`src/rtl/rv_mdu_seq.sv`:
```
// rv_mdu_seq: iterative RV32M multiply/divide unit.
// One shift-add or restoring-divide step per cycle.
package rv_mdu_pkg;

  typedef enum logic [1:0] {
    S_IDLE,
    S_CALC,
    S_DONE
  } mdu_state_t;

  typedef enum logic [2:0] {
    OP_MUL    = 3'b000,
    OP_MULH   = 3'b001,
    OP_MULHSU = 3'b010,
    OP_MULHU  = 3'b011,
    OP_DIV    = 3'b100,
    OP_DIVU   = 3'b101,
    OP_REM    = 3'b110,
    OP_REMU   = 3'b111
  } mdu_op_t;

endpackage

module rv_mdu_seq
  import rv_mdu_pkg::*;
#(
  parameter int XLEN = 32
) (
  input  logic            clk_i,
  input  logic            rst_ni,
  input  logic            valid_i,
  output logic            ready_o,
  input  logic [2:0]      op_i,
  input  logic [XLEN-1:0] a_i,
  input  logic [XLEN-1:0] b_i,
  input  logic [4:0]      rd_addr_i,
  input  logic            kill_i,
  output logic            valid_o,
  input  logic            ready_i,
  output logic [XLEN-1:0] result_o,
  output logic [4:0]      rd_addr_o
);

  localparam int CW = $clog2(XLEN);
  localparam logic [CW-1:0] LAST = CW'(XLEN - 1);
  localparam logic [XLEN-1:0] MIN = {1'b1, {(XLEN-1){1'b0}}};

  mdu_state_t        state_q;
  mdu_op_t           op_q;
  logic [4:0]        rd_q;
  logic [XLEN-1:0]   a_q;
  logic [XLEN-1:0]   b_q;
  logic              neg_q;
  logic [CW-1:0]     cnt_q;
  logic [2*XLEN-1:0] acc_q;
  logic [XLEN-1:0]   res_q;
  logic              valid_q;

  mdu_op_t         op_in;
  logic            div_in;
  logic            sa_in;
  logic            sb_in;
  logic            neg_in;
  logic [XLEN-1:0] a_abs;
  logic [XLEN-1:0] b_abs;
  logic            fast_in;
  logic [XLEN-1:0] fast_res;

  logic [XLEN:0]     mul_sum;
  logic [XLEN:0]     div_rem;
  logic [XLEN:0]     div_diff;
  logic [2*XLEN-1:0] acc_nxt;
  logic [2*XLEN-1:0] prod_fix;
  logic [XLEN-1:0]   quo_fix;
  logic [XLEN-1:0]   rem_fix;
  logic [XLEN-1:0]   res_nxt;

  assign ready_o   = (state_q == S_IDLE);
  assign valid_o   = valid_q;
  assign result_o  = res_q;
  assign rd_addr_o = rd_q;

  // Request decode: operand signedness, magnitudes and early-out results
  always_comb begin
    op_in  = mdu_op_t'(op_i);
    div_in = op_i[2];
    sa_in  = 1'b0;
    sb_in  = 1'b0;
    unique case (op_in)
      OP_MULH, OP_DIV, OP_REM: begin
        sa_in = 1'b1;
        sb_in = 1'b1;
      end
      OP_MULHSU: sa_in = 1'b1;
      default: ;
    endcase
    a_abs = (sa_in && a_i[XLEN-1]) ? -a_i : a_i;
    b_abs = (sb_in && b_i[XLEN-1]) ? -b_i : b_i;
    if (op_in == OP_REM)
      neg_in = a_i[XLEN-1];
    else
      neg_in = (sa_in & a_i[XLEN-1]) ^ (sb_in & b_i[XLEN-1]);
    fast_in = div_in && ((b_i == '0) ||
              (!op_i[0] && a_i == MIN && b_i == '1));
    if (b_i == '0)
      fast_res = op_i[1] ? a_i : '1;
    else
      fast_res = op_i[1] ? '0 : MIN;
  end

  // One iteration step plus sign fixup of the would-be final value
  always_comb begin
    mul_sum  = {1'b0, acc_q[2*XLEN-1:XLEN]}
             + (acc_q[0] ? {1'b0, a_q} : '0);
    div_rem  = acc_q[2*XLEN-1:XLEN-1];
    div_diff = div_rem - {1'b0, b_q};
    if (op_q[2]) begin
      if (div_diff[XLEN])
        acc_nxt = {div_rem[XLEN-1:0], acc_q[XLEN-2:0], 1'b0};
      else
        acc_nxt = {div_diff[XLEN-1:0], acc_q[XLEN-2:0], 1'b1};
    end else begin
      acc_nxt = {mul_sum, acc_q[XLEN-1:1]};
    end
    prod_fix = neg_q ? -acc_nxt : acc_nxt;
    quo_fix  = neg_q ? -acc_nxt[XLEN-1:0] : acc_nxt[XLEN-1:0];
    rem_fix  = neg_q ? -acc_nxt[2*XLEN-1:XLEN]
                     : acc_nxt[2*XLEN-1:XLEN];
    unique case (op_q)
      OP_MUL:                       res_nxt = prod_fix[XLEN-1:0];
      OP_MULH, OP_MULHSU, OP_MULHU: res_nxt = prod_fix[2*XLEN-1:XLEN];
      OP_DIV, OP_DIVU:              res_nxt = quo_fix;
      default:                      res_nxt = rem_fix;
    endcase
  end

  // Control FSM with registered result, valid and captured destination
  always_ff @(posedge clk_i or negedge rst_ni) begin
    if (!rst_ni) begin
      state_q <= S_IDLE;
      op_q    <= OP_MUL;
      rd_q    <= '0;
      a_q     <= '0;
      b_q     <= '0;
      neg_q   <= 1'b0;
      cnt_q   <= '0;
      acc_q   <= '0;
      res_q   <= '0;
      valid_q <= 1'b0;
    end else if (kill_i) begin
      state_q <= S_IDLE;
      valid_q <= 1'b0;
    end else begin
      unique case (state_q)
        S_IDLE: begin
          if (valid_i) begin
            op_q  <= op_in;
            rd_q  <= rd_addr_i;
            a_q   <= a_abs;
            b_q   <= b_abs;
            neg_q <= neg_in;
            cnt_q <= '0;
            acc_q <= {{XLEN{1'b0}}, (div_in ? a_abs : b_abs)};
            if (fast_in) begin
              state_q <= S_DONE;
              valid_q <= 1'b1;
              res_q   <= fast_res;
            end else begin
              state_q <= S_CALC;
            end
          end
        end
        S_CALC: begin
          acc_q <= acc_nxt;
          cnt_q <= cnt_q + CW'(1);
          if (cnt_q == LAST) begin
            state_q <= S_DONE;
            valid_q <= 1'b1;
            res_q   <= res_nxt;
          end
        end
        S_DONE: begin
          if (ready_i) begin
            state_q <= S_IDLE;
            valid_q <= 1'b0;
          end
        end
        default: state_q <= S_IDLE;
      endcase
    end
  end

endmodule

```
`config.mk`:
```
export PLATFORM = sky130hd
export DESIGN_NAME = rv_mdu_seq
export DESIGN_NICKNAME = d
export VERILOG_FILES = /design/src/rtl/rv_mdu_seq.sv
export SDC_FILE = /design/constraint.sdc
export NUM_CORES = 1
export LEC_CHECK = 0
export ABC_CLOCK_PERIOD_IN_PS = 6800
export BUFFER_PORTS_ARGS = -buffer_cell sky130_fd_sc_hd__buf_2
export CAP_MARGIN = 40
export CORE_MARGIN = 2
export CORE_UTILIZATION = 42
export CTS_BUF_LIST = sky130_fd_sc_hd__clkbuf_8 sky130_fd_sc_hd__clkbuf_16
export CTS_CLUSTER_SIZE = 24
export DETAILED_ROUTE_END_ITERATION = 7
export PLACE_DENSITY_LB_ADDON = 0.15
export SLEW_MARGIN = 20
export SYNTH_ARGS = -nofsm -noshare
export SYNTH_HDL_FRONTEND = slang
export SYNTH_SLANG_ARGS = --single-unit
export TNS_END_PERCENT = 5
```
`constraint.sdc`:
```
create_clock -name clk_i -period 6.8 [get_ports clk_i]
set_input_delay 1.36 -clock clk_i [delete_from_list [all_inputs] [get_ports clk_i]]
set_output_delay 1.36 -clock clk_i [all_outputs]
set_load 0.05 [all_outputs]
```
== Yosys cells after proc, flatten, opt, wreduce, memory -nomap -nowiden ==
Index checks and enable logic that the tools add are counted.
Word-level totals
  register bits after elaboration: 177
  bits of input ports: 77
  output and inout port bits: 39
Operators by class
  add/subtract/negate cells: 8
  equal/unequal tests: 21
  mux-type cells: 36
  bitwise logic cells: 4
  reduce and logical (&&, ||, !) cells: 21
Operators by type and width (number)
  32-bit two-way mux: 12
  64-bit two-way mux: 4
  32-bit negator: 4
  64-bit case mux with 2 select lines: 1
  32-bit case mux with 3 select lines: 1
  32-bit equality test (second input constant): 2
  64-bit negator: 1
  32-bit case mux with 2 select lines: 1
  32-bit by 32-bit adder with 33-bit output: 1
  33-bit by 32-bit subtractor with 33-bit output: 1
  32-bit logical NOT: 1
  3-bit equality test (second input constant): 4
  2-bit two-way mux: 5
  5-bit case mux with 2 select lines: 1
  5-bit AND reduction: 2
  3-bit by 2-bit equality test with 1-bit output (second input constant): 3
  3-bit AND reduction: 3
  1-bit two-way mux: 8
  3-bit by 1-bit equality test with 1-bit output (second input constant): 2
  3-bit inequality test (second input constant): 2
  2-bit case mux with 3 select lines: 1
  3-bit OR reduction: 2
  5-bit by 1-bit adder with 5-bit output (second input constant): 1
  5-bit equality test (second input constant): 1
  20 further kinds: 26

== Longest topological paths before layout ==
  word-level depth: 9
  mapped depth: 27
  mapped depth without buffers: 24

== Worst setup path before layout ==
OpenSTA, ideal clock, no wires.
  path type: register to register
  from: register acc_q[31]
  to: register res_q[30], in the netlist result_o[30]
  arrival: 5.428 ns
  required time: 6.671 ns
  path slack: 1.242 ns
  cell stages (with the launch flop): 28
  buffers on the path: 4
  clock period less this slack: 5.558 ns
  cell sequence: dfrtp_1 > inv_1 > ha_1 > inv_1 > fa_1 > a211oi_1 > o211a_1 > o221a_2 > nor2_1 > o211ai_2 > buf_6 > buf_4 > buf_2 > mux2i_1 > a21o_1 > ha_1 > nand2_1 > a21oi_1 > o2111ai_1 > o311ai_0 > o211ai_1 > or3_1 > clkbuf_1 > or2_1 > or3_1 > o311a_1 > o21ai_1 > a31oi_1
Between the ends
  word-level cells in the longest chain between the ends: 8
Ends and longest elaborated chain
  start, declared: line 55  | logic [2*XLEN-1:0] acc_q;
  start signal, assigned: line 163  | acc_q <= {{XLEN{1'b0}}, (div_in ? a_abs : b_abs)};
  start signal, assigned: line 174  | acc_q <= acc_nxt;
  33-bit by 32-bit subtractor with 33-bit output: line 116  | div_diff = div_rem - {1'b0, b_q};
  64-bit two-way mux: line 118  | if (div_diff[XLEN])
  64-bit two-way mux (*): line 117  | if (op_q[2]) begin
  64-bit negator, or another cell as far along: line 125  | prod_fix = neg_q ? -acc_nxt : acc_nxt;
  64-bit two-way mux, or another cell as far along: line 125
  32-bit case mux with 3 select lines (*): line 129  | unique case (op_q)
  32-bit two-way mux (*): line 176  | if (cnt_q == LAST) begin
  32-bit case mux with 2 select lines (*): line 154  | unique case (state_q)
  end signal, assigned: line 167  | res_q <= fast_res;
  end signal, assigned: line 179  | res_q <= res_nxt;
  end, declared: line 56  | logic [XLEN-1:0] res_q;
Every way passes the cells marked *; elsewhere a longest branch is shown, timed or not. The select of a mux whose other input is x is not followed.
A chain may end at the register's enable or synchronous reset.

== Worst setup path in the final report ==
Ends and elaborated chain as after synthesis.

==> flow_summary_export.csv <==
group,metric,value,unit
final_layout,fill_cells,4074,
placed_design,placed_cells,2800,
synthesis,synth_flop_cell,"dfrtp_1",
final_layout,nets,2449,
floorplanning,io_pins,116,
synthesis,synth_seq_cells,177,
worst_hold_path,worst_hold_path_type,"reg -> reg",
drt,num_vias,17760,
sta,maxSlewHeadroom,37.85,%
synthesis,syn_avg_cell_area,7.519,µm²
cts,cts_setup_buffers,0,
grt,grt_pass1_wl,104700,µm
drt,drtIter0Drc,2057,
grt,grt_busiest_layer,"met2",
worst_setup_path,r2r_end,"result_o[30]$_DFFE_PN0P_",
grt,antenna_found_initial,6,
grt,grt_overflow_total,0,
flow_run,cap_viol_max_count,0,
synthesis,synth-simple-area-share,21.64,%
synthesis,seq_area_frac_synth,26.27,%
cts,clkTransAtPathRegs,80,ps
placed_design,gp_congestion,1.016,
grt,grt_pass1_vias,16540,
drt,wl_per_cell,24.79,µm
synthesis,synthArstFlopShare,100.0,%
drt,ant_nets,0,
synthesis,ys_warn_count,0,
final_layout,area_delta_synth_final,10.36,%
floorplanning,initial_core_util,42.53,%
grt,use_met3,6.537,%
worst_setup_path,setup.worst_path.start_class,"flip-flop",
sta,hold_viol,0,
sta,setup_viol,0,
status,outcome,"completed",
final_layout,layout-drive-gt1-share,10.75,%
drt,viasPerCell,6.267,
worst_setup_path,critPathKind,"reg -> reg",
cts,htree_levels,4,
worst_setup_path,cp_data_required_time,7140,ps
worst_setup_path,r2r_cells,24,
drt,routed_wl,70250,µm
worst_setup_path,critPathTopFamily,"compound AO/OA/AOI/OAI gates",
synthesis,synth_nets,2395,
sta,tightest_slew,925.6,ps
synthesis,synth_edf_count,0,
worst_setup_path,reg2reg_from,"acc_q[31]$_DFFE_PN0P_",
synthesis,netlist_area,0.01686,mm²
drt,drc,0,
floorplanning,die_x,204.4,µm
sta,skew,13.95,ps
synthesis,synthAdderAreaFrac,5.730,%
worst_hold_path,worstHoldStart,"a_q[27]$_DFFE_PN0P_",
worst_setup_path,crit_path_cell_trace,"inv_1 > ha_1 > inv_1 > fa_1 > a211oi_1 > o211a_1 > o221a_2 > nor2_1 > o211ai_2 > buf_4 > mux2i_1 > mux2_2 > ha_1 > nand2_1 > a21oi_1 > o2111ai_1 > o311ai_0 > o211ai_1 > or3_1 > or2_1 > or3_1 > o311a_1 > o21ai_1 > a31oi_1",
final_layout,final_cells,2834,
cts,cts-root-buf,"clkbuf_16",
cts,tritoncts,"yes",
floorplanning,core-area,0.03964,mm²
worst_setup_path,cpMaxStageDelayCell,"or3_1",
sta,tns,0,ps
final_layout,final_common_cell,"nand2_1",
floorplanning,die-height,204.4,µm
cts,cts_sinks,177,
sta,fin_hold_ws,473.0,ps
sta,fmax,162.7,MHz
grt,grt_use_met1,45.79,%
floorplanning,rows,73,
grt,grt_usage,33.60,%
sta,period_share,90.37,%
placed_design,numPortBuffers,115,
worst_setup_path,worstPathArrival,6480,ps
synthesis,synth_cells,2242,
synthesis,synth_top_family_by_area,"compound AO/OA/AOI/OAI gates",
sta,drv_slew,0,
worst_hold_path,min_to,"a_q[27]$_DFFE_PN0P_",
placed_design,hpwl,55590,µm
cts,post_cts_resize_count,0,
worst_hold_path,whs_path_depth,2,
drt,first_pass_iters,6,
worst_setup_path,reg2reg_slack,660,ps
worst_setup_path,worstSetupEndpointType,"flip-flop",
worst_setup_path,path_buf_inv,3,
worst_setup_path,slowest_delay,590,ps
cts,postCtsHoldBufs,0,
sta,layout_min_cycle_time,6145,ps
final_layout,mostFrequentLayoutCells,"nand2_1 (317), o21ai_0 (271), dfrtp_1 (175)",
cts,cts-buffers-inserted,17,
floorplanning,die_area,0.04176,mm²
grt,grt.met2_usage,50.96,%
synthesis,synth_compound_area_share,27.88,%
cts,clock_path_buffers,2,
grt,grt_max_degree,76,
sta,rsz0062_at_grt,"false",
synthesis,synthMuxAreaShare,5.069,%
synthesis,synth_xor_area_share,8.572,%
synthesis,ys_types,87,
worst_setup_path,cp_max_fo,13,
cts,insertion_delay,470,ps
[cell families (layout without fill, tap and decap cells)]
| family | count (synthesis) | in the layout |
|---|---|---|
| AOI/OAI and AO/OA | 748 | 748 |
| xor gates and xnor gates | 165 | 165 |
| adders and majority gates | 76 | 76 |
| buffers and inverters | 208 | 274 |
| DFF | 177 | 177 |
| muxes | 82 | 82 |
| other | 0 | 1 |
| and+or+nand+nor | 786 | 786 |
[worst reg2reg max path, cell delays in order (launching register included)]
cell       delay, ps
dfrtp_1          420
inv_1             90
ha_1             160
inv_1             50
fa_1             420
a211oi_1         320
o211a_1          210
o221a_2          250
nor2_1            80
o211ai_2         330
buf_4            290
mux2i_1          200
mux2_2           250
ha_1             250
nand2_1           90
a21oi_1          180
o2111ai_1        130
o311ai_0         130
o211ai_1         270
or3_1            590
or2_1            310
or3_1            400
o311a_1          380
o21ai_1          130
a31oi_1           90
[cells in the mapped netlist (21+ instances only)]
cell      instances  area (µm²)
nand2_1         317        1190
o21ai_0         272        1361
dfrtp_1         177        4429
nor2_1          166       623.1
a21oi_1         151       755.7
xnor2_1         104       910.9
clkbuf_1         95       356.6
inv_1            79       296.5
ha_1             74       925.9
mux2i_1          61       610.6
xor2_1           61       534.3
nor3_1           58       290.3
a31oi_1          49       306.5
and2_1           49       306.5
nand3_1          41       205.2
o211ai_1         29       217.7
a21o_1           27       202.7
nand2b_1         27       168.9
or3_1            25       156.4
o31ai_1          23       172.7
nand4_1          22       137.6
o21a_1           21       157.7
[routing by layer]
metal | vias to the layer above | wire, µm
li1 | 8230 | -
met3 | 138 | 6090
met5 | - | 41
met4 | 6 | 3408
met2 | 826 | 30570
met1 | 8561 | 30140
[worst max path at each step]
stage | cells after the start | startpoint | endpoint | slack [ps]
2_1_floorplan | 27 | acc_q[31]$_DFFE_PN0P_ | result_o[30]$_DFFE_PN0P_ | 1240
3_3_place_gp | 15 | b_i[0] | result_o[31]$_DFFE_PN0P_ | 890
3_5_place_dp | 24 | acc_q[31]$_DFFE_PN0P_ | result_o[20]$_DFFE_PN0P_ | 780
4_1_cts | 24 | acc_q[31]$_DFFE_PN0P_ | result_o[20]$_DFFE_PN0P_ | 740
5_1_grt | 24 | acc_q[31]$_DFFE_PN0P_ | result_o[18]$_DFFE_PN0P_ | 240
6_report | 24 | acc_q[31]$_DFFE_PN0P_ | result_o[30]$_DFFE_PN0P_ | 660
[area by class of cell]
class	instances	area, µm²	area share (%)
clock inverter	13	137.6	0.7397
sequential	177	4434	23.83
antenna	1	2.502	0.01345
clock buffer	18	439.2	2.360
multi-input combinational	1857	11630	62.54
inverter	80	300.3	1.614
timing repair buffer	163	999.7	5.373
tap	525	656.9	3.531
[stage by stage]
step | utilization [%] | instance area [µm²] | setup WS (ps)
final | 46.94 | 18610 | 655.2
after global routing | 46.93 | 18600 | 240.4
after CTS | 46.89 | 18590 | 735.7
after detailed placement | 45.43 | 18010 | 782.8
after global placement | 45.16 | 17900 | 885.7
after floorplan | - | 16860 | 1242
[state kept, by name (all words and copies together) (netlist names)]
| name | count |
|---|---|
| cnt_q | 5 |
| acc_q | 64 |
| neg_q | 1 |
| op_q | 3 |
| rd_addr_o | 5 |
| result_o | 32 |
| valid_o | 1 |
| state_q | 2 |
| a_q | 32 |
| b_q | 32 |
Power is left out: the tool's default activity adds up to more than one toggle a clock period on the data nets, which glitch-free logic cannot reach.
